**config.mk**
```make
export PLATFORM = sky130hd
export DESIGN_NAME = ov7670_tx_emulator_flat
export DESIGN_NICKNAME = d
export VERILOG_FILES = /design/src/rtl/ov7670_pkg.sv /design/src/rtl/ov7670_tx_emulator_if.sv /design/src/rtl/ov7670_pattern_gen.sv /design/src/rtl/ov7670_tx_emulator.sv /design/src/flat_wrapper.sv
export SDC_FILE = /design/constraint.sdc
export NUM_CORES = 1
export LEC_CHECK = 0
export BUFFER_PORTS_ARGS = -buffer_cell sky130_fd_sc_hd__buf_2
export CAP_MARGIN = 5
export CORE_MARGIN = 10
export CORE_UTILIZATION = 30
export CTS_CLUSTER_DIAMETER = 120
export DETAILED_ROUTE_END_ITERATION = 10
export PLACE_DENSITY = 0.55
export SETUP_SLACK_MARGIN = 0.15
export SYNTH_ARGS = -nofsm -noshare
export SYNTH_HDL_FRONTEND = slang
export SYNTH_SLANG_ARGS = --single-unit
```
**constraint.sdc**
```tcl
create_clock -name clk -period 7.7 [get_ports clk]
set_input_delay 1.925 -clock clk [delete_from_list [all_inputs] [get_ports clk]]
set_output_delay 1.925 -clock clk [all_outputs]
set_load 0.05 [all_outputs]
```
**src/rtl/ov7670_pkg.sv**
```systemverilog
// Shared types for the OV7670 transmitter emulator.
// Contents: the frame-state enum, the pattern selector codes, the RGB565 pixel
// struct, the eight-entry colour-bar palette and a width helper.
package ov7670_pkg;

  localparam int unsigned COORD_W = 16;

  typedef enum logic [2:0] {
    ST_IDLE,
    ST_VSYNC,
    ST_VBACK,
    ST_ACTIVE,
    ST_HBLANK,
    ST_VFRONT
  } state_e;

  typedef enum logic [1:0] {
    PAT_SOLID   = 2'd0,
    PAT_BARS    = 2'd1,
    PAT_RAMP    = 2'd2,
    PAT_CHECKER = 2'd3
  } pattern_e;

  typedef struct packed {
    logic [4:0] r;
    logic [5:0] g;
    logic [4:0] b;
  } rgb565_t;

  // White, yellow, cyan, green, magenta, red, blue, black at full scale.
  localparam rgb565_t BAR_PALETTE [8] = '{
    16'hFFFF, 16'hFFE0, 16'h07FF, 16'h07E0,
    16'hF81F, 16'hF800, 16'h001F, 16'h0000
  };

  // Bits needed to count 0..max_val-1, never less than one.
  function automatic int unsigned width_of(input int unsigned max_val);
    return (max_val > 1) ? $clog2(max_val) : 1;
  endfunction

  function automatic int unsigned max2(input int unsigned a, input int unsigned b);
    return (a > b) ? a : b;
  endfunction

endpackage

```
**src/rtl/ov7670_tx_emulator_if.sv**
```systemverilog
// Camera-pin bundle between the emulator and the capture block.
// Signals: PCLK pixel clock, VSYNC frame sync, HREF line valid, datos pixel byte.
// Modports: master drives the pins (emulator), slave samples them (capture).
interface ov7670_tx_emulator_if;
  logic       PCLK;
  logic       VSYNC;
  logic       HREF;
  logic [7:0] datos;

  modport master (output PCLK, VSYNC, HREF, datos);
  modport slave  (input  PCLK, VSYNC, HREF, datos);
endinterface

```
**src/rtl/ov7670_pattern_gen.sv**
```systemverilog
// Combinational test-pattern source: pixel coordinate -> RGB565 colour.
// Ports: x, y pixel coordinates; sel pattern; color solid colour; rgb_c pixel.
module ov7670_pattern_gen
  import ov7670_pkg::*;
#(
  parameter int unsigned H_ACTIVE = 160
) (
  input  logic [COORD_W-1:0] x,
  input  logic [COORD_W-1:0] y,
  input  pattern_e           sel,
  input  rgb565_t            color,
  output rgb565_t            rgb_c
);

  logic [2:0] bar_idx;
  logic       unused_y;

  // Eight equal-width bars across the active line.
  assign bar_idx  = 3'((32'(x) * 32'd8) / 32'(H_ACTIVE));
  assign unused_y = ^{y[COORD_W-1:4], y[2:0]};

  always_comb begin
    rgb_c = color;
    case (sel)
      PAT_SOLID:   rgb_c = color;
      PAT_BARS:    rgb_c = BAR_PALETTE[bar_idx];
      PAT_RAMP:    rgb_c = {x[4:0], x[5:0], x[4:0]};
      PAT_CHECKER: rgb_c = (x[3] ^ y[3]) ? rgb565_t'(16'hFFFF) : rgb565_t'(16'h0000);
      default:     rgb_c = color;
    endcase
  end

endmodule

```
**src/rtl/ov7670_tx_emulator.sv**
```systemverilog
// OV7670 camera-side transmitter emulator: drives PCLK/VSYNC/HREF/datos with a
// deterministic RGB565 test pattern (high byte first) for the capture chain.
// Ports: clk, rst (sync, active high); enable runs frames continuously;
// pattern_sel / solid_color latched at each frame start; bus camera pins
// (master); frame_done one-clk pulse at end of the front porch; busy while
// not idle. With macro TX_CHECKSUM_EN defined, checksum gives the 16-bit sum
// of all HREF-valid bytes of the last completed frame.
module ov7670_tx_emulator
  import ov7670_pkg::*;
#(
  parameter int unsigned H_ACTIVE  = 160,
  parameter int unsigned V_ACTIVE  = 120,
  parameter int unsigned H_BLANK   = 16,
  parameter int unsigned VSYNC_LEN = 3,
  parameter int unsigned V_BACK    = 2,
  parameter int unsigned V_FRONT   = 2
) (
  input  logic                        clk,
  input  logic                        rst,
  input  logic                        enable,
  input  logic [1:0]                  pattern_sel,
  input  logic [15:0]                 solid_color,
  ov7670_tx_emulator_if.master        bus,
  output logic                        frame_done,
  output logic                        busy
`ifdef TX_CHECKSUM_EN
  ,
  output logic [15:0]                 checksum
`endif
);

  localparam int unsigned LINE_LEN   = 2 * H_ACTIVE + H_BLANK;
  localparam int unsigned VSYNC_PER  = VSYNC_LEN * LINE_LEN;
  localparam int unsigned VBACK_PER  = V_BACK * LINE_LEN;
  localparam int unsigned VFRONT_PER = V_FRONT * LINE_LEN;
  localparam int unsigned ACT_PER    = 2 * H_ACTIVE;
  localparam int unsigned CNT_MAX    = max2(max2(VSYNC_PER, VBACK_PER),
                                            max2(VFRONT_PER, max2(ACT_PER, H_BLANK)));
  localparam int unsigned CNT_W      = width_of(CNT_MAX);
  localparam int unsigned X_W        = width_of(H_ACTIVE);
  localparam int unsigned Y_W        = width_of(V_ACTIVE);

  state_e             state;
  logic [CNT_W-1:0]   cnt;
  logic [X_W-1:0]     x;
  logic [Y_W-1:0]     y;
  logic               phase;
  pattern_e           sel_q;
  rgb565_t            color_q;
  logic               fall_c;
  logic [COORD_W-1:0] pix_x_c;
  logic [COORD_W-1:0] pix_y_c;
  rgb565_t            rgb_c;
  logic [7:0]         next_byte_c;
`ifdef TX_CHECKSUM_EN
  logic [15:0]        acc;
`endif

  assign fall_c = (state != ST_IDLE) && bus.PCLK;

  // Coordinate of the byte loaded on the next fall tick: after a low byte
  // the next pixel, at the end of a blank line the next row.
  always_comb begin
    pix_x_c = COORD_W'(x);
    pix_y_c = COORD_W'(y);
    if (state == ST_ACTIVE && phase) pix_x_c = COORD_W'(x) + COORD_W'(1);
    if (state == ST_HBLANK)          pix_y_c = COORD_W'(y) + COORD_W'(1);
  end

  ov7670_pattern_gen #(.H_ACTIVE(H_ACTIVE)) u_pattern (
    .x     (pix_x_c),
    .y     (pix_y_c),
    .sel   (sel_q),
    .color (color_q),
    .rgb_c (rgb_c)
  );

  assign next_byte_c = (state == ST_ACTIVE && !phase) ? {rgb_c.g[2:0], rgb_c.b}
                                                      : {rgb_c.r, rgb_c.g[5:3]};

  // Frame sequencer; everything except PCLK moves only on PCLK fall ticks.
  always_ff @(posedge clk) begin
    if (rst) begin
      state      <= ST_IDLE;
      cnt        <= '0;
      x          <= '0;
      y          <= '0;
      phase      <= 1'b0;
      sel_q      <= PAT_SOLID;
      color_q    <= '0;
      bus.PCLK   <= 1'b0;
      bus.VSYNC  <= 1'b0;
      bus.HREF   <= 1'b0;
      bus.datos  <= '0;
      frame_done <= 1'b0;
      busy       <= 1'b0;
`ifdef TX_CHECKSUM_EN
      acc        <= '0;
      checksum   <= '0;
`endif
    end else begin
      frame_done <= 1'b0;
      bus.PCLK   <= (state != ST_IDLE) ? ~bus.PCLK : 1'b0;
      if (state == ST_IDLE) begin
        if (enable) begin
          state     <= ST_VSYNC;
          cnt       <= '0;
          busy      <= 1'b1;
          bus.VSYNC <= 1'b1;
          sel_q     <= pattern_e'(pattern_sel);
          color_q   <= rgb565_t'(solid_color);
`ifdef TX_CHECKSUM_EN
          acc       <= '0;
`endif
        end
      end else if (fall_c) begin
        cnt <= cnt + CNT_W'(1);
        case (state)
          ST_VSYNC: begin
            if (cnt == CNT_W'(VSYNC_PER - 1)) begin
              state     <= ST_VBACK;
              cnt       <= '0;
              bus.VSYNC <= 1'b0;
            end
          end
          ST_VBACK: begin
            if (cnt == CNT_W'(VBACK_PER - 1)) begin
              state     <= ST_ACTIVE;
              cnt       <= '0;
              phase     <= 1'b0;
              bus.HREF  <= 1'b1;
              bus.datos <= next_byte_c;
`ifdef TX_CHECKSUM_EN
              acc       <= acc + 16'(next_byte_c);
`endif
            end
          end
          ST_ACTIVE: begin
            if (cnt == CNT_W'(ACT_PER - 1)) begin
              state     <= ST_HBLANK;
              cnt       <= '0;
              x         <= '0;
              phase     <= 1'b0;
              bus.HREF  <= 1'b0;
              bus.datos <= '0;
            end else begin
              phase     <= ~phase;
              if (phase) x <= x + X_W'(1);
              bus.datos <= next_byte_c;
`ifdef TX_CHECKSUM_EN
              acc       <= acc + 16'(next_byte_c);
`endif
            end
          end
          ST_HBLANK: begin
            if (cnt == CNT_W'(H_BLANK - 1)) begin
              cnt <= '0;
              if (y == Y_W'(V_ACTIVE - 1)) begin
                state <= ST_VFRONT;
                y     <= '0;
              end else begin
                state     <= ST_ACTIVE;
                y         <= y + Y_W'(1);
                phase     <= 1'b0;
                bus.HREF  <= 1'b1;
                bus.datos <= next_byte_c;
`ifdef TX_CHECKSUM_EN
                acc       <= acc + 16'(next_byte_c);
`endif
              end
            end
          end
          ST_VFRONT: begin
            if (cnt == CNT_W'(VFRONT_PER - 1)) begin
              cnt        <= '0;
              frame_done <= 1'b1;
`ifdef TX_CHECKSUM_EN
              checksum   <= acc;
`endif
              if (enable) begin
                state     <= ST_VSYNC;
                bus.VSYNC <= 1'b1;
                sel_q     <= pattern_e'(pattern_sel);
                color_q   <= rgb565_t'(solid_color);
`ifdef TX_CHECKSUM_EN
                acc       <= '0;
`endif
              end else begin
                state <= ST_IDLE;
                busy  <= 1'b0;
              end
            end
          end
          default: ;
        endcase
      end
    end
  end

endmodule
```
**src/flat_wrapper.sv**
```systemverilog
// flat-port wrapper written by rule: the top's interface ports become plain ports
module ov7670_tx_emulator_flat import ov7670_pkg::*;
#(
  parameter int unsigned H_ACTIVE  = 160,
  parameter int unsigned V_ACTIVE  = 120,
  parameter int unsigned H_BLANK   = 16,
  parameter int unsigned VSYNC_LEN = 3,
  parameter int unsigned V_BACK    = 2,
  parameter int unsigned V_FRONT   = 2
)
  (clk, rst, enable, pattern_sel, solid_color, frame_done, busy, bus_PCLK, bus_VSYNC, bus_HREF, bus_datos);
  ov7670_tx_emulator_if bus_i ();
  input  logic clk;
  input  logic rst;
  input  logic enable;
  input  logic [1:0] pattern_sel;
  input  logic [15:0] solid_color;
  output logic frame_done;
  output logic busy;
  output wire logic [$bits(bus_i.PCLK)-1:0] bus_PCLK;
  output wire logic [$bits(bus_i.VSYNC)-1:0] bus_VSYNC;
  output wire logic [$bits(bus_i.HREF)-1:0] bus_HREF;
  output wire logic [$bits(bus_i.datos)-1:0] bus_datos;
  assign bus_PCLK = bus_i.PCLK;
  assign bus_VSYNC = bus_i.VSYNC;
  assign bus_HREF = bus_i.HREF;
  assign bus_datos = bus_i.datos;
  ov7670_tx_emulator #(.H_ACTIVE(H_ACTIVE), .V_ACTIVE(V_ACTIVE), .H_BLANK(H_BLANK), .VSYNC_LEN(VSYNC_LEN), .V_BACK(V_BACK), .V_FRONT(V_FRONT)) u_core (.clk(clk), .rst(rst), .enable(enable), .pattern_sel(pattern_sel), .solid_color(solid_color), .bus(bus_i), .frame_done(frame_done), .busy(busy));
endmodule
```
---- Word-level counts from Yosys, hierarchy flattened ----
Memories as Yosys holds them, arrays and structs flattened.
Cells that the tools add are included.
storage, ports and cells
  logic and storage cells ................. 148
  input port bits ......................... 21
  output and inout bits ................... 13
  memories kept ........................... 1
  register bits ........................... 60
  ROM bits ................................ 128
operators by class
  divide/modulo/power cells ............... 1
  bitwise operators ....................... 8
  add/sub/neg operators ................... 5
  mux-type cells .......................... 67
  $lt $le $gt $ge ......................... 1
  reductions and logical operators ........ 26
  equal/unequal tests ..................... 24
memories
  memory            depth  bits a word  rd ports  clocked after Yosys merged registers in  write ports  line                      RTL
  (name not given)  8      16           1         0                                        0            ov7670_pattern_gen.sv:26  PAT_BARS: rgb_c = BAR_PALETTE[bar_idx];
operator list
  kind                                                                      count
  16-bit two-way mux                                                        9
  10-bit two-way mux                                                        7
  16-bit one-hot mux with 4 select lines                                    1
  8-bit two-way mux                                                         7
  10-bit one-hot mux with 4 select lines                                    1
  19-bit by 8-bit divider with 32-bit output (second input constant)        1
  3-bit two-way mux                                                         9
  8-bit one-hot mux with 3 select lines                                     1
  1-bit two-way mux                                                         21
  10-bit == test (second input constant)                                    2
  3-bit one-hot mux with 5 select lines                                     1
  4-bit AND reduction                                                       3
  10-bit by 1-bit adder with 10-bit output (second input constant)          1
  10-bit by 4-bit == test with 1-bit output (second input constant)         1
  10-bit by 9-bit == test with 1-bit output (second input constant)         1
  2-bit two-way mux                                                         5
  8-bit by 1-bit adder with 9-bit output (second input constant)            1
  3-bit by 1-bit inequality test with 1-bit output (second input constant)  3
  3-bit nonzero test                                                        3
  8-bit by 1-bit adder with 8-bit output (second input constant)            1
  2-bit inequality test (second input constant)                             4
  8-bit AND reduction                                                       1
  2-bit nonzero test                                                        4
  7-bit by 1-bit adder with 7-bit output (second input constant)            1
  29 further kinds                                                          43

---- Longest topological paths before layout ----
Gate-level depths: netlist of run 1.
  word-level depth ........................ 13
  mapped depth ............................ 16
  gate-level depth less buffers ........... 14

---- Hierarchy ----
Synthesis of run 1 repeated with hierarchy kept, for this count alone.
unflattened totals
  cell total of the unflattened synthesis .. 661
  area total of the unflattened synthesis .. 5016.1 um^2
modules (own cells, without submodules)
  module              sequential area each (um^2)  instances  area an instance (um^2)  cells each
  ov7670_tx_emulator  1201.2                       1          3286.9                   389
  ov7670_pattern_gen  0.0                          1          1729.2                   272

---- Worst setup path before layout of run 1 ----
Ideal clock, no wire load.
  path kind ............................... input to register
  start ................................... input enable
  end ..................................... register u_core.sel_q[1]
  arrival time ............................ 2.956 ns
  slack ................................... 4.617 ns
  path buffers ............................ 2
  stages .................................. 5
  cells stage by stage .................... nand3b_1 > clkbuf_1 > buf_2 > mux2i_1 > nor2_1
on the way
  longest elaborated chain between the ends .. 5
ends and longest elaborated chain
  what                            line                       RTL
  from (decl)                     flat_wrapper.sv:15         input logic enable;
  2-bit two-way mux (*)           -
  2-bit two-way mux (3 in a row)  -
  2-bit two-way mux (*)           -
  to (signal assigned)            ov7670_tx_emulator.sv:110  sel_q <= pattern_e'(pattern_sel);
  to (signal assigned)            ov7670_tx_emulator.sv:183  sel_q <= pattern_e'(pattern_sel);
  to (decl)                       ov7670_tx_emulator.sv:48   pattern_e sel_q;
Mark *: on every way between the ends. The rest lies on a longest branch, timed or not. The select of a mux whose other input is x is not followed.
A chain may end at the register's enable or synchronous reset.

---- Worst setup path after layout of run 1 ----
  start ................................... register u_core.state[1]
  end ..................................... register u_core.bus.datos[5]
on the way
  longest elaborated chain between the ends .. 13
ends and longest elaborated chain
  what                                                   line                                                                           RTL
  from (decl)                                            ov7670_tx_emulator.sv:43                                                       state_e state;
  from (signal assigned)                                 ov7670_tx_emulator.sv:84                                                       state <= ST_IDLE;
  from (signal assigned)                                 ov7670_tx_emulator.sv:106                                                      state <= ST_VSYNC;
  from (signal assigned)                                 ov7670_tx_emulator.sv:121                                                      state <= ST_VBACK;
  3-bit by 2-bit == test with 1-bit output               ov7670_tx_emulator.sv:66, ov7670_tx_emulator.sv:78, ov7670_tx_emulator.sv:118
  1-bit logical AND                                      ov7670_tx_emulator.sv:66                                                       if (state == ST_ACTIVE && phase) pix_x_c = COORD_W'(x) + COORD_W'(1);
  16-bit two-way mux                                     ov7670_tx_emulator.sv:66
  19-bit by 8-bit divider with 32-bit output             ov7670_pattern_gen.sv:19                                                       assign bar_idx = 3'((32'(x) * 32'd8) / 32'(H_ACTIVE));
  3-bit NOT with 4-bit output (implied by the code)      ov7670_pattern_gen.sv:26
  memory read 8 x 16 bit                                 -
  16-bit two-way mux (implied by the code) (2 in a row)  ov7670_pattern_gen.sv:26
  16-bit one-hot mux with 4 select lines                 ov7670_pattern_gen.sv:24                                                       case (sel)
  8-bit two-way mux                                      ov7670_tx_emulator.sv:78                                                       assign next_byte_c = (state == ST_ACTIVE && !phase) ? {rgb_c.g[2:0], rgb_c.b}
  8-bit two-way mux                                      ov7670_tx_emulator.sv:158                                                      if (y == Y_W'(V_ACTIVE - 1)) begin
  8-bit two-way mux                                      ov7670_tx_emulator.sv:156                                                      if (cnt == CNT_W'(H_BLANK - 1)) begin
  8-bit one-hot mux with 3 select lines                  ov7670_tx_emulator.sv:118                                                      case (state)
  to (signal assigned)                                   ov7670_tx_emulator.sv:132                                                      bus.datos <= next_byte_c;
  to (signal assigned)                                   ov7670_tx_emulator.sv:149                                                      bus.datos <= next_byte_c;
  to (signal assigned)                                   ov7670_tx_emulator.sv:166                                                      bus.datos <= next_byte_c;
  to (decl)                                              ov7670_tx_emulator_if.sv:10                                                    modport master (output PCLK, VSYNC, HREF, datos);
Several ways; a longest one is shown, not always the timed one. The select of a mux whose other input is x is not followed.

==> results of run 1 <==
-- placed cells by master, fill, tap and decap left out, drive strengths merged, types with 6 or more instances in the layout --
| master | n |
|---|---|
| or2 | 8 |
| o31ai | 7 |
| nand3 | 13 |
| nor4 | 7 |
| a211o | 7 |
| nor2 | 82 |
| ha | 7 |
| a21oi | 34 |
| inv | 7 |
| a211oi | 6 |
| or3 | 6 |
| and2 | 6 |
| xor2 | 9 |
| dfxtp | 60 |
| nand2 | 37 |
| buf | 33 |
| nor3 | 10 |
| nand4 | 8 |
| o21ai | 29 |
| clkbuf | 10 |
| o211ai | 9 |
| mux2i | 23 |
-- logic make-up (layout without fill, tap and decap cells) --
family | Yosys count | after routing | share of synthesized area
adders and majority gates | 9 | 9 | 0.02834
muxes | 23 | 23 | 0.06065
xor gates and xnor gates | 14 | 14 | 0.03230
and+or+nand+nor | 207 | 207 | 0.2818
AOI/OAI and AO/OA | 129 | 129 | 0.2386
buffers and inverters | 37 | 57 | 0.04186
DFF | 60 | 60 | 0.3164
-- final timing paths --
| kind | from | endpoint | slack [ns] | cells after the start |
|---|---|---|---|---|
| worst max-delay path | u_core.state[1]$_SDFFE_PP0P_ | u_core.bus.datos[5]$_SDFFE_PP0P_ | 3.85 | 12 |
| worst min-delay path | u_core.bus.datos[7]$_SDFFE_PP0P_ | u_core.bus.datos[7]$_SDFFE_PP0P_ | 0.47 | 1 |
| worst max register to register | u_core.state[1]$_SDFFE_PP0P_ | u_core.bus.datos[5]$_SDFFE_PP0P_ | 3.85 | 12 |
| worst min register to register | u_core.bus.datos[7]$_SDFFE_PP0P_ | u_core.bus.datos[7]$_SDFFE_PP0P_ | 0.47 | 1 |
-- layout make-up --
type / instances / area (um^2)
multi-input combinational: 382 / 2436
sequential: 60 / 1201
fill: 1335 / 8175
timing repair buffer: 33 / 165.2
inverter: 8 / 30.03
tap: 172 / 215.2
clock buffer: 10 / 229.0
clock inverter: 6 / 65.06
-- metal layers --
layer,track usage,routed length (um)
met5,0,0
met4,0.04523,187
met3,0.02309,411
met2,0.1766,4599
met1,0.1439,4791
-- registers in the layout, summed over array words and instances (netlist names) --
signal,cells
u_core.frame_done,1
u_core.bus.PCLK,1
u_core.x,8
u_core.phase,1
u_core.sel_q,2
u_core.y,7
u_core.cnt,10
u_core.bus.datos,8
u_core.state,3
u_core.bus.HREF,1
u_core.busy,1
u_core.bus.VSYNC,1
u_core.color_q,16
-- per-stage QoR --
step / cells / power [mW] / area, um^2
detailed placement: 655 / 0.6067 / 4048
global route: 671 / 1.054 / 4342
global placement: 655 / 0.6066 / 4048
floorplan: 479 / 0.5530 / 3796
finish: 671 / 1.002 / 4342
CTS: 671 / 1.010 / 4342
-- critical path, delay by kind of cell, from the launching register on --
kind	cells	cell delay [ns]
flip-flops	1	0.85
buffers and inverters	1	0.06
AND/OR/NAND/NOR	2	0.82
adder cells (fa/ha/maj)	1	0.30
AO/OA/AOI/OAI	8	1.77
-- power groups by stage --
stage	clock network (mW)	logic (mW)	registers, mW
floorplan	0	0.172	0.381
global placement	0	0.225	0.382
detailed placement	0	0.224	0.383
CTS	0.408	0.225	0.376
global route	0.422	0.250	0.383
finish	0.398	0.227	0.377
==> summary.md, run 1 <==
| Metric | Value |
|---|---|
| Synth area leaders | dfxtp_1 32%, nor2_1 8.1%, mux2i_1 6.1% |
| Routed WL per cell | 14.89 um |
| Largest net degree at the start of global routing | 51 |
| Syn Nets | 507 |
| PwrDens | 230.8 nW/um^2 |
| Slew HR | 0.2189 |
| Combinational share of power | 0.226 |
| Outcome | completed |
| Worst path cell trace | and4b_1 -> a311oi_1 -> a31oi_1 -> ha_1 -> inv_1 -> o211ai_1 -> and4_1 -> a41o_1 -> a211oi_2 -> o211ai_2 -> a2111oi_1 -> a211o_1 |
| Clock Latency Late Sink | 0.33 ns |
| Max VDD drop | 0.09928 mV |
| Vias after detailed routing | 3540 |
| #FFs+latches synth | 60 |
| Clock Power Share | 0.397 |
| Top Ports | 34 |
| Prevailing post-synth register cell | dfxtp_1 |
| Post_cts resized | 0 |
| CP Data Required Time | 7.97 ns |
| Placement Rows | 41 |
| Mapped Cells | 479 |
| Initial antenna violation count | 0 |
| Pleak | 1.659 nW |
| Slowest stage cell, crit path | dfxtp_1 |
| Max Slew Vio Count | 0 |
| Layout area overhead | 14.37% |
| Die Wd | 132.5 um |
| Final Wtd Congestion | 0.8697 |
| TritonCTS Buffers | 9 |
| CTS root buf | clkbuf_16 |
| CP Launch Type | register |
| Crit Path Class | reg -> reg |
| Via density per instance | 5.276 |
| Dpl ws | 3.929 ns |
| Worst Skew | 0.009801 ns |
| Post-synth EDFFs | 0 |
| Worst Hold Class | reg -> reg |
| Period utilisation layout | 0.5001 |
| CP max stage delay | 0.85 ns |
| Clock buffer depth | 2 |
| Syn Std Cell Area | 3796 um^2 |
| TritonRoute pass-1 iters | 5 |
| Seq/Total Area, Yosys | 0.3164 |
| CTS Sinks | 60 |
| First-pass GRT wire length | 16570 um |
| 1st-iter DRT viols | 224 |
| Synth cell types | 73 |
| Remaining routing DRC violations | 0 |
| Syn. warnings | 0 |
| Setup TNS after final layout | 0 ns |
| Maximum clock frequency | 259.7 MHz |
| Share of cells above drive strength 1 | 0.1443 |
| NetSw | 0.3329 mW |
| Nature of the critical path endpoint | register |
| GRT Total Usage | 0.1114 |
| Minimum clock period after layout | 3.851 ns |
| Final Hold Fails | 0 |
| Synth top cells by count | 82 x nor2_1, 60 x dfxtp_1, 36 x nand2_1 |
| Arrival time worst endpoint | 4.12 ns |
| Total grt overflow | 0 |
| Final wirelength | 9989 um |
| Switch share | 0.3322 |
| Initial Util | 0.3033 |
| Pint | 0.6693 mW |
| Worst-margin pin slew | 1.168 ns |
| Post-synthesis async set-or-reset flop share | 0 |
| Yosys top cell area share | 0.3164 |
| DIE AREA | 17550 um^2 |
| DRT antenna net count | 0 |
| # hold bufs at CTS | 0 |
| Util after Layout | 0.3469 |
| Max Cap Violations | 0 |
| Port Buf Inserts | 33 |
| Core region area | 12520 um^2 |
| DP HPWL | 7386 um |
| Setup ws final | 3.849 ns |
| H-Tree Depth | 3 |
| CTS clock-pin slew for the worst setup and hold paths | 0.06 ns |
| Final Setup Violations | 0 |
| Die Y | 132.5 um |
| CTS tree | yes |
| Hold slack | 0.4748 ns |
| RSZ-0062 raised after global routing | no |
| Top-count cell post-synth | nor2_1 |
| Setup bufs post-CTS | 0 |
| Synth Area per Inst | 7.925 um^2 |
| N_diodes | 0 |
| Max FO, Critical Path | 24 |
| Dominant cell type by area after synthesis | dfxtp_1 |
| Reg power frac | 0.376 |
| Final nets | 522 |
| Vias in the first global route | 3281 |
Note: power is estimated with default switching activity, not from simulation.
==> run 2, diff against run 1 <==
- ABC_AREA: unset -> 1
- clock period: 7.7 -> 3.8 ns (I/O delays scaled with it)
==> run 2 against run 1 <==
Effect of this change:
- critical path depth is 14 higher
- synthesized area fell by 3.1%
- via count up 4.7%
- sequential cell count did not move
- clock power up 93%
- combinational power increased to 3.8 times the previous value
- register-to-register slack worse by 3.4 ns
- cell count is 12% higher
- critical endpoint is now u_core.bus.datos[3]$_SDFFE_PP0P_
- highest routed layer unchanged
==> summary.md, run 2 <==
| Metric | Value |
|---|---|
| Reg power frac | 0.332 |
| Layout area overhead | 23.05% |
| Final nets | 629 |
| Routed WL per cell | 13.37 um |
| Port Buf Inserts | 33 |
| Synth cell types | 49 |
| Outcome | completed |
| PwrDens | 536.9 nW/um^2 |
| TritonCTS Buffers | 9 |
| RSZ-0062 raised after global routing | no |
| Max FO, Critical Path | 5 |
| Mapped Cells | 553 |
| Max Cap Violations | 0 |
| DP HPWL | 7534 um |
| Dominant cell type by area after synthesis | dfxtp_1 |
| Slew HR | 0.4713 |
| Placement Rows | 40 |
| CP Launch Type | register |
| Nature of the critical path endpoint | register |
| Arrival time worst endpoint | 3.65 ns |
| Syn Nets | 581 |
| Vias in the first global route | 3485 |
| DRT antenna net count | 0 |
| Top Ports | 34 |
| CTS root buf | clkbuf_16 |
| Post-synth EDFFs | 0 |
| Clock buffer depth | 2 |
| Pint | 1.464 mW |
| Synth Area per Inst | 6.654 um^2 |
| Worst Skew | 0.005262 ns |
| Top-count cell post-synth | nand2_1 |
| TritonRoute pass-1 iters | 4 |
| Maximum clock frequency | 295.6 MHz |
| GRT Total Usage | 0.1179 |
| CTS clock-pin slew for the worst setup and hold paths | 0.06 ns |
| Switch share | 0.3980 |
| Max VDD drop | 0.4077 mV |
| Setup TNS after final layout | 0 ns |
| Worst Hold Class | reg -> reg |
| Max Slew Vio Count | 0 |
| Crit Path Class | reg -> reg |
| CTS tree | yes |
| Pleak | 1.991 nW |
| Seq/Total Area, Yosys | 0.3264 |
| H-Tree Depth | 3 |
| Die Y | 130.8 um |
| Prevailing post-synth register cell | dfxtp_1 |
| Post-synthesis async set-or-reset flop share | 0 |
| #FFs+latches synth | 60 |
| First-pass GRT wire length | 16260 um |
| Combinational share of power | 0.353 |
| Commonest non-fill, non-tap cell in the layout | nand2_1 |
| Final Hold Fails | 0 |
| Worst-margin pin slew | 0.7827 ns |
| Tot Pwr | 2.431 mW |
| Most frequent cells in the layout | 99 x nand2_1, 72 x inv_1, 62 x nor2_1 |
| CP Data Required Time | 4.07 ns |
| 1st-iter DRT viols | 195 |
| Remaining routing DRC violations | 0 |
| Vias after detailed routing | 3707 |
| Share of cells above drive strength 1 | 0.2178 |
| Max reg flops | 16 |
| Synth top cells by count | 102 x nand2_1, 74 x inv_1, 64 x nor2_1 |
| DIE AREA | 17100 um^2 |
| CTS Sinks | 60 |
| NetSw | 0.9676 mW |
| Clock Latency Late Sink | 0.34 ns |
| Via density per instance | 4.923 |
| Final wirelength | 10060 um |
| Initial antenna violation count | 0 |
| Core region area | 12010 um^2 |
| Number of fill cells in the layout | 1297 |
| Syn. warnings | 0 |
| Yosys top cell area share | 0.3264 |
| Clock Power Share | 0.316 |
| Die Wd | 130.8 um |
| Period utilisation layout | 0.8902 |
| Largest registers | u_core.color_q (16), u_core.cnt (10) |
| Total grt overflow | 0 |
| Minimum clock period after layout | 3.383 ns |
| Synth area leaders | dfxtp_1 33%, nand2_1 10%, inv_1 7.5% |
| Largest net degree at the start of global routing | 27 |
| Final Setup Violations | 0 |
| Syn Std Cell Area | 3680 um^2 |
| Largest Register | u_core.color_q |
| # hold bufs at CTS | 0 |
| N_diodes | 0 |
| Initial Util | 0.3064 |
| Final Wtd Congestion | 0.8931 |
run 2: cell count changes after synthesis, sizes merged, moves of 13 or more:
cell   delta
nand2    +78
nand3    +23
nor2     -13
nor3     +13
inv      +71
mux2i    -22
o21ai    +17
run 2: final timing paths:
path                                      end  slack (ns)                             start  depth (start not counted)
max          u_core.bus.datos[3]$_SDFFE_PP0P_        0.42          u_core.x[0]$_SDFFE_PP0P_                         26
min          u_core.bus.datos[6]$_SDFFE_PP0P_        0.47  u_core.bus.datos[6]$_SDFFE_PP0P_                          2
max reg2reg  u_core.bus.datos[3]$_SDFFE_PP0P_        0.42          u_core.x[0]$_SDFFE_PP0P_                         26
min reg2reg  u_core.bus.datos[6]$_SDFFE_PP0P_        0.47  u_core.bus.datos[6]$_SDFFE_PP0P_                          2
run 2: kinds of logic (layout without fill, tap and decap cells):
logic type | after synthesis | after routing | synth area share
and+or+nand+nor | 267 | 267 | 0.3461
AOI/OAI and AO/OA | 115 | 115 | 0.1802
buffers and inverters | 92 | 145 | 0.09453
DFF | 60 | 60 | 0.3264
xor gates and xnor gates | 11 | 11 | 0.02618
adders and majority gates | 7 | 7 | 0.02380
muxes | 1 | 1 | 0.002720
run 2: routing by layer:
| layer | share of wire | global-route usage | wire, um | up-vias |
|---|---|---|---|---|
| li1 | - | - | - | 1932 |
| met1 | 0.48 | 0.1522 | 4815 | 1707 |
| met2 | 0.47 | 0.1858 | 4703 | 56 |
| met3 | 0.040 | 0.03223 | 401 | 12 |
| met4 | 0.014 | 0.03859 | 144 | 0 |
| met5 | 0 | 0 | 0 | - |
run 2: cell type report:
| class | count | area, um^2 | area share |
|---|---|---|---|
| Inverter | 80 | 307.8 | 0.06797 |
| Clock inverter | 7 | 51.30 | 0.01133 |
| Sequential cell | 60 | 1224 | 0.2702 |
| Timing Repair Buffer | 49 | 285.3 | 0.06300 |
| Tap cell | 147 | 183.9 | 0.04062 |
| Multi-Input combinational cell | 401 | 2251 | 0.4971 |
| Clock buffer | 9 | 225.2 | 0.04974 |
run 2: power by group through the flow:
stage | registers, mW | logic (mW) | clock network, mW
floorplan | 0.856 | 0.580 | 0
global placement | 0.815 | 0.824 | 0
finish | 0.806 | 0.857 | 0.768
global route | 0.818 | 0.972 | 0.811
CTS | 0.803 | 0.828 | 0.788
detailed placement | 0.815 | 0.824 | 0
run 2: repair_timing:
| item | in CTS | in global routing |
|---|---|---|
| buffers inserted | 0 | 12 |
| gates resized for setup | 0 | 43 |
| endpoints found under the setup margin | 0 | 8 |
run 2: per-stage QoR:
stage,area (um^2),utilization,hold WS (ns),worst slack (ns),std cells
detailed placement,4014,0.3342,0.4620,0.2861,725
global placement,4014,0.3342,0.4547,0.4196,725
finish,4528,0.3770,0.4658,0.4174,753
floorplan,3680,-,0.4297,0.7136,553
global route,4528,0.3770,0.4848,0.1021,753
CTS,4290,0.3572,0.4715,0.2549,741
run 2: worst max-delay path, stage by stage (launching register included):
cell and delay [ns]:
dfxtp_4 0.38, ha_4 0.15, nand2_4 0.07, inv_4 0.06, nand3_4 0.08, buf_4 0.14
nor3_2 0.27, ha_4 0.25, inv_1 0.05, nor2_1 0.04, nor2_2 0.21, nand4_1 0.26
nand3_4 0.15, nand2_4 0.08, nand2_4 0.09, nand2_2 0.07, nand3_2 0.11, nand2_2 0.08
nand2_1 0.06, nand4_1 0.06, nor2_1 0.14, nand2_2 0.11, nand2_1 0.07, nand2_1 0.05
nand2_1 0.07, nand2_1 0.06, a21oi_2 0.15
==> run 3, diff against run 2 <==
- RECOVER_POWER: unset -> 25
==> run 3 against run 2 <==
Effect of this change:
- non-clock buffer count unchanged
- global-route usage did not move
- cell count stayed put
- sequential share of layout area rose by 0.097 points
- die area unchanged
- highest routed layer unchanged
- critical path type unchanged
- sequential cell count is the same
- wire length rose by 0.15%
- via count is essentially flat
- clock skew hardly changed
- first-iteration DRC count is 3.1% higher
- cell area down 0.36%
- core utilization decreased by 0.14 points
==> summary.md, run 3 (synthesis results as in run 2) <==
| Metric | Value |
|---|---|
| Total grt overflow | 0 |
| Max VDD drop | 0.3947 mV |
| Largest net degree at the start of global routing | 27 |
| CTS clock-pin slew for the worst setup and hold paths | 0.06 ns |
| Clock Latency Late Sink | 0.34 ns |
| Top Ports | 34 |
| Final Setup Violations | 0 |
| Share of cells above drive strength 1 | 0.1997 |
| Commonest non-fill, non-tap cell in the layout | nand2_1 |
| Initial antenna violation count | 0 |
| First-pass GRT wire length | 16260 um |
| Worst Skew | 0.005248 ns |
| Port Buf Inserts | 33 |
| TritonCTS Buffers | 9 |
| PwrDens | 538.0 nW/um^2 |
| Max reg flops | 16 |
| CTS Sinks | 60 |
| Layout area overhead | 22.61% |
| Hold Startpoint | u_core.y[1]$_SDFFE_PP0P_ |
| Minimum clock period after layout | 3.398 ns |
| Slowest stage cell, crit path | dfxtp_4 |
| Vias in the first global route | 3485 |
| Placement Rows | 40 |
| Largest registers | u_core.color_q (16), u_core.cnt (10) |
| Arrival time worst endpoint | 3.65 ns |
| Via density per instance | 4.920 |
| Util after Layout | 0.3756 |
| Die Y | 130.8 um |
| Die Wd | 130.8 um |
| Setup TNS after final layout | 0 ns |
| TritonRoute pass-1 iters | 4 |
| Capture point of the worst reg-to-reg path | u_core.bus.datos[3]$_SDFFE_PP0P_ |
| Number of fill cells in the layout | 1299 |
| Final Wtd Congestion | 0.8931 |
| N_diodes | 0 |
| Maximum clock frequency | 294.3 MHz |
| Core region area | 12010 um^2 |
| Vias after detailed routing | 3705 |
| R2R setup slack | 0.40 ns |
| Largest Register | u_core.color_q |
| Initial Util | 0.3064 |
| 1st-iter DRT viols | 201 |
| Tot Pwr | 2.427 mW |
| Final Hold Fails | 0 |
| Dpl ws | 0.2861 ns |
| Clock buffer depth | 2 |
| Nature of the critical path endpoint | register |
| CP max stage delay | 0.38 ns |
| Pleak | 1.946 nW |
| Multi-input logic area | 2251 um^2 |
| DRT antenna net count | 0 |
| Routed WL per cell | 13.39 um |
| Max FO, Critical Path | 5 |
| CTS root buf | clkbuf_16 |
| Outcome | completed |
| Max Cap Violations | 0 |
| Most frequent cells in the layout | 99 x nand2_1, 72 x inv_1, 62 x nor2_1 |
| CP Launch Type | register |
| Reg2Reg Depth | 26 |
| H-Tree Depth | 3 |
| Finished Layout Cells | 753 |
| Final wirelength | 10080 um |
| CP Data Required Time | 4.05 ns |
| CP most frequent cell | nand2_1 |
| Crit path capture | u_core.bus.datos[3]$_SDFFE_PP0P_ |
| Max Slew Vio Count | 0 |
| Final nets | 629 |
| DIE AREA | 17100 um^2 |
| Period utilisation layout | 0.8943 |
| Reg2reg start | u_core.x[0]$_SDFFE_PP0P_ |
| RSZ-0062 raised after global routing | no |
| Remaining routing DRC violations | 0 |
| Register Area | 1224 um^2 |
| Worst Setup SP | u_core.x[0]$_SDFFE_PP0P_ |
| Slew HR | 0.02994 |
| Worst Hold Class | reg -> reg |
| Worst-margin pin slew | 1.455 ns |
| Placed cell count | 725 |
| GRT Total Usage | 0.1179 |
| DP HPWL | 7534 um |
| Crit Path Class | reg -> reg |
| Setup ws final | 0.4017 ns |
| CTS tree | yes |
| # hold bufs at CTS | 0 |
[run 3: cell count changes in the layout (fill, tap and decap cells not counted)]
cell	previous run	this run
buf_2	33	23
buf_4	16	15
clkbuf_1	0	11
[run 3: layout make-up]
cell class,count,share of cell area
sequential,60,0.2712
clock buffer,9,0.04992
clock inverter,7,0.01137
timing repair buffer,49,0.05962
tap,147,0.04077
multi-input combinational,401,0.4989
inverter,80,0.06822
[run 3: how the worst min path moves through the flow]
stage	end	cells past startpoint
floorplan	u_core.color_q[3]$_SDFFE_PP0P_	2
global placement	u_core.bus.datos[6]$_SDFFE_PP0P_	2
detailed placement	u_core.bus.datos[6]$_SDFFE_PP0P_	2
CTS	u_core.bus.datos[6]$_SDFFE_PP0P_	2
global route	u_core.color_q[4]$_SDFFE_PP0P_	2
finish	u_core.y[1]$_SDFFE_PP0P_	2
[run 3: repair_timing]
| item | CTS | global route |
|---|---|---|
| gates resized for setup | 0 | 43 |
| setup endpoints to repair | 0 | 8 |
| setup buffers | 0 | 12 |
[run 3: routing by layer]
layer | wire length, um | vias to the layer above | GRT usage
met1 | 4879 | 1712 | 0.1522
met4 | 139 | 0 | 0.03859
met2 | 4702 | 49 | 0.1858
li1 | - | 1933 | -
met5 | 0 | - | 0
met3 | 357 | 11 | 0.03223
[run 3: critical path: cells and delay by family (launching register included)]
kind	cells	cell delay (ns)
AND/OR/NAND/NOR	20	2.13
adder cells (fa/ha/maj)	2	0.40
flip-flops	1	0.38
buffers and inverters	3	0.24
AO/OA/AOI/OAI	1	0.15
[run 3: through the flow]
step,cell area [um^2],hold slack (ns)
final,4512,0.4676
after global routing,4512,0.4848
after CTS,4290,0.4715
after detailed placement,4014,0.4620
after global placement,4014,0.4547
after floorplan,3680,0.4297
[run 3: report_power, final]
group	internal, mW	leakage [nW]	switching, mW
Clock	0.444	0.132	0.324
Combinational	0.285	1.32	0.569
Sequential	0.731	0.495	0.0754
Total	1.46	1.95	0.968
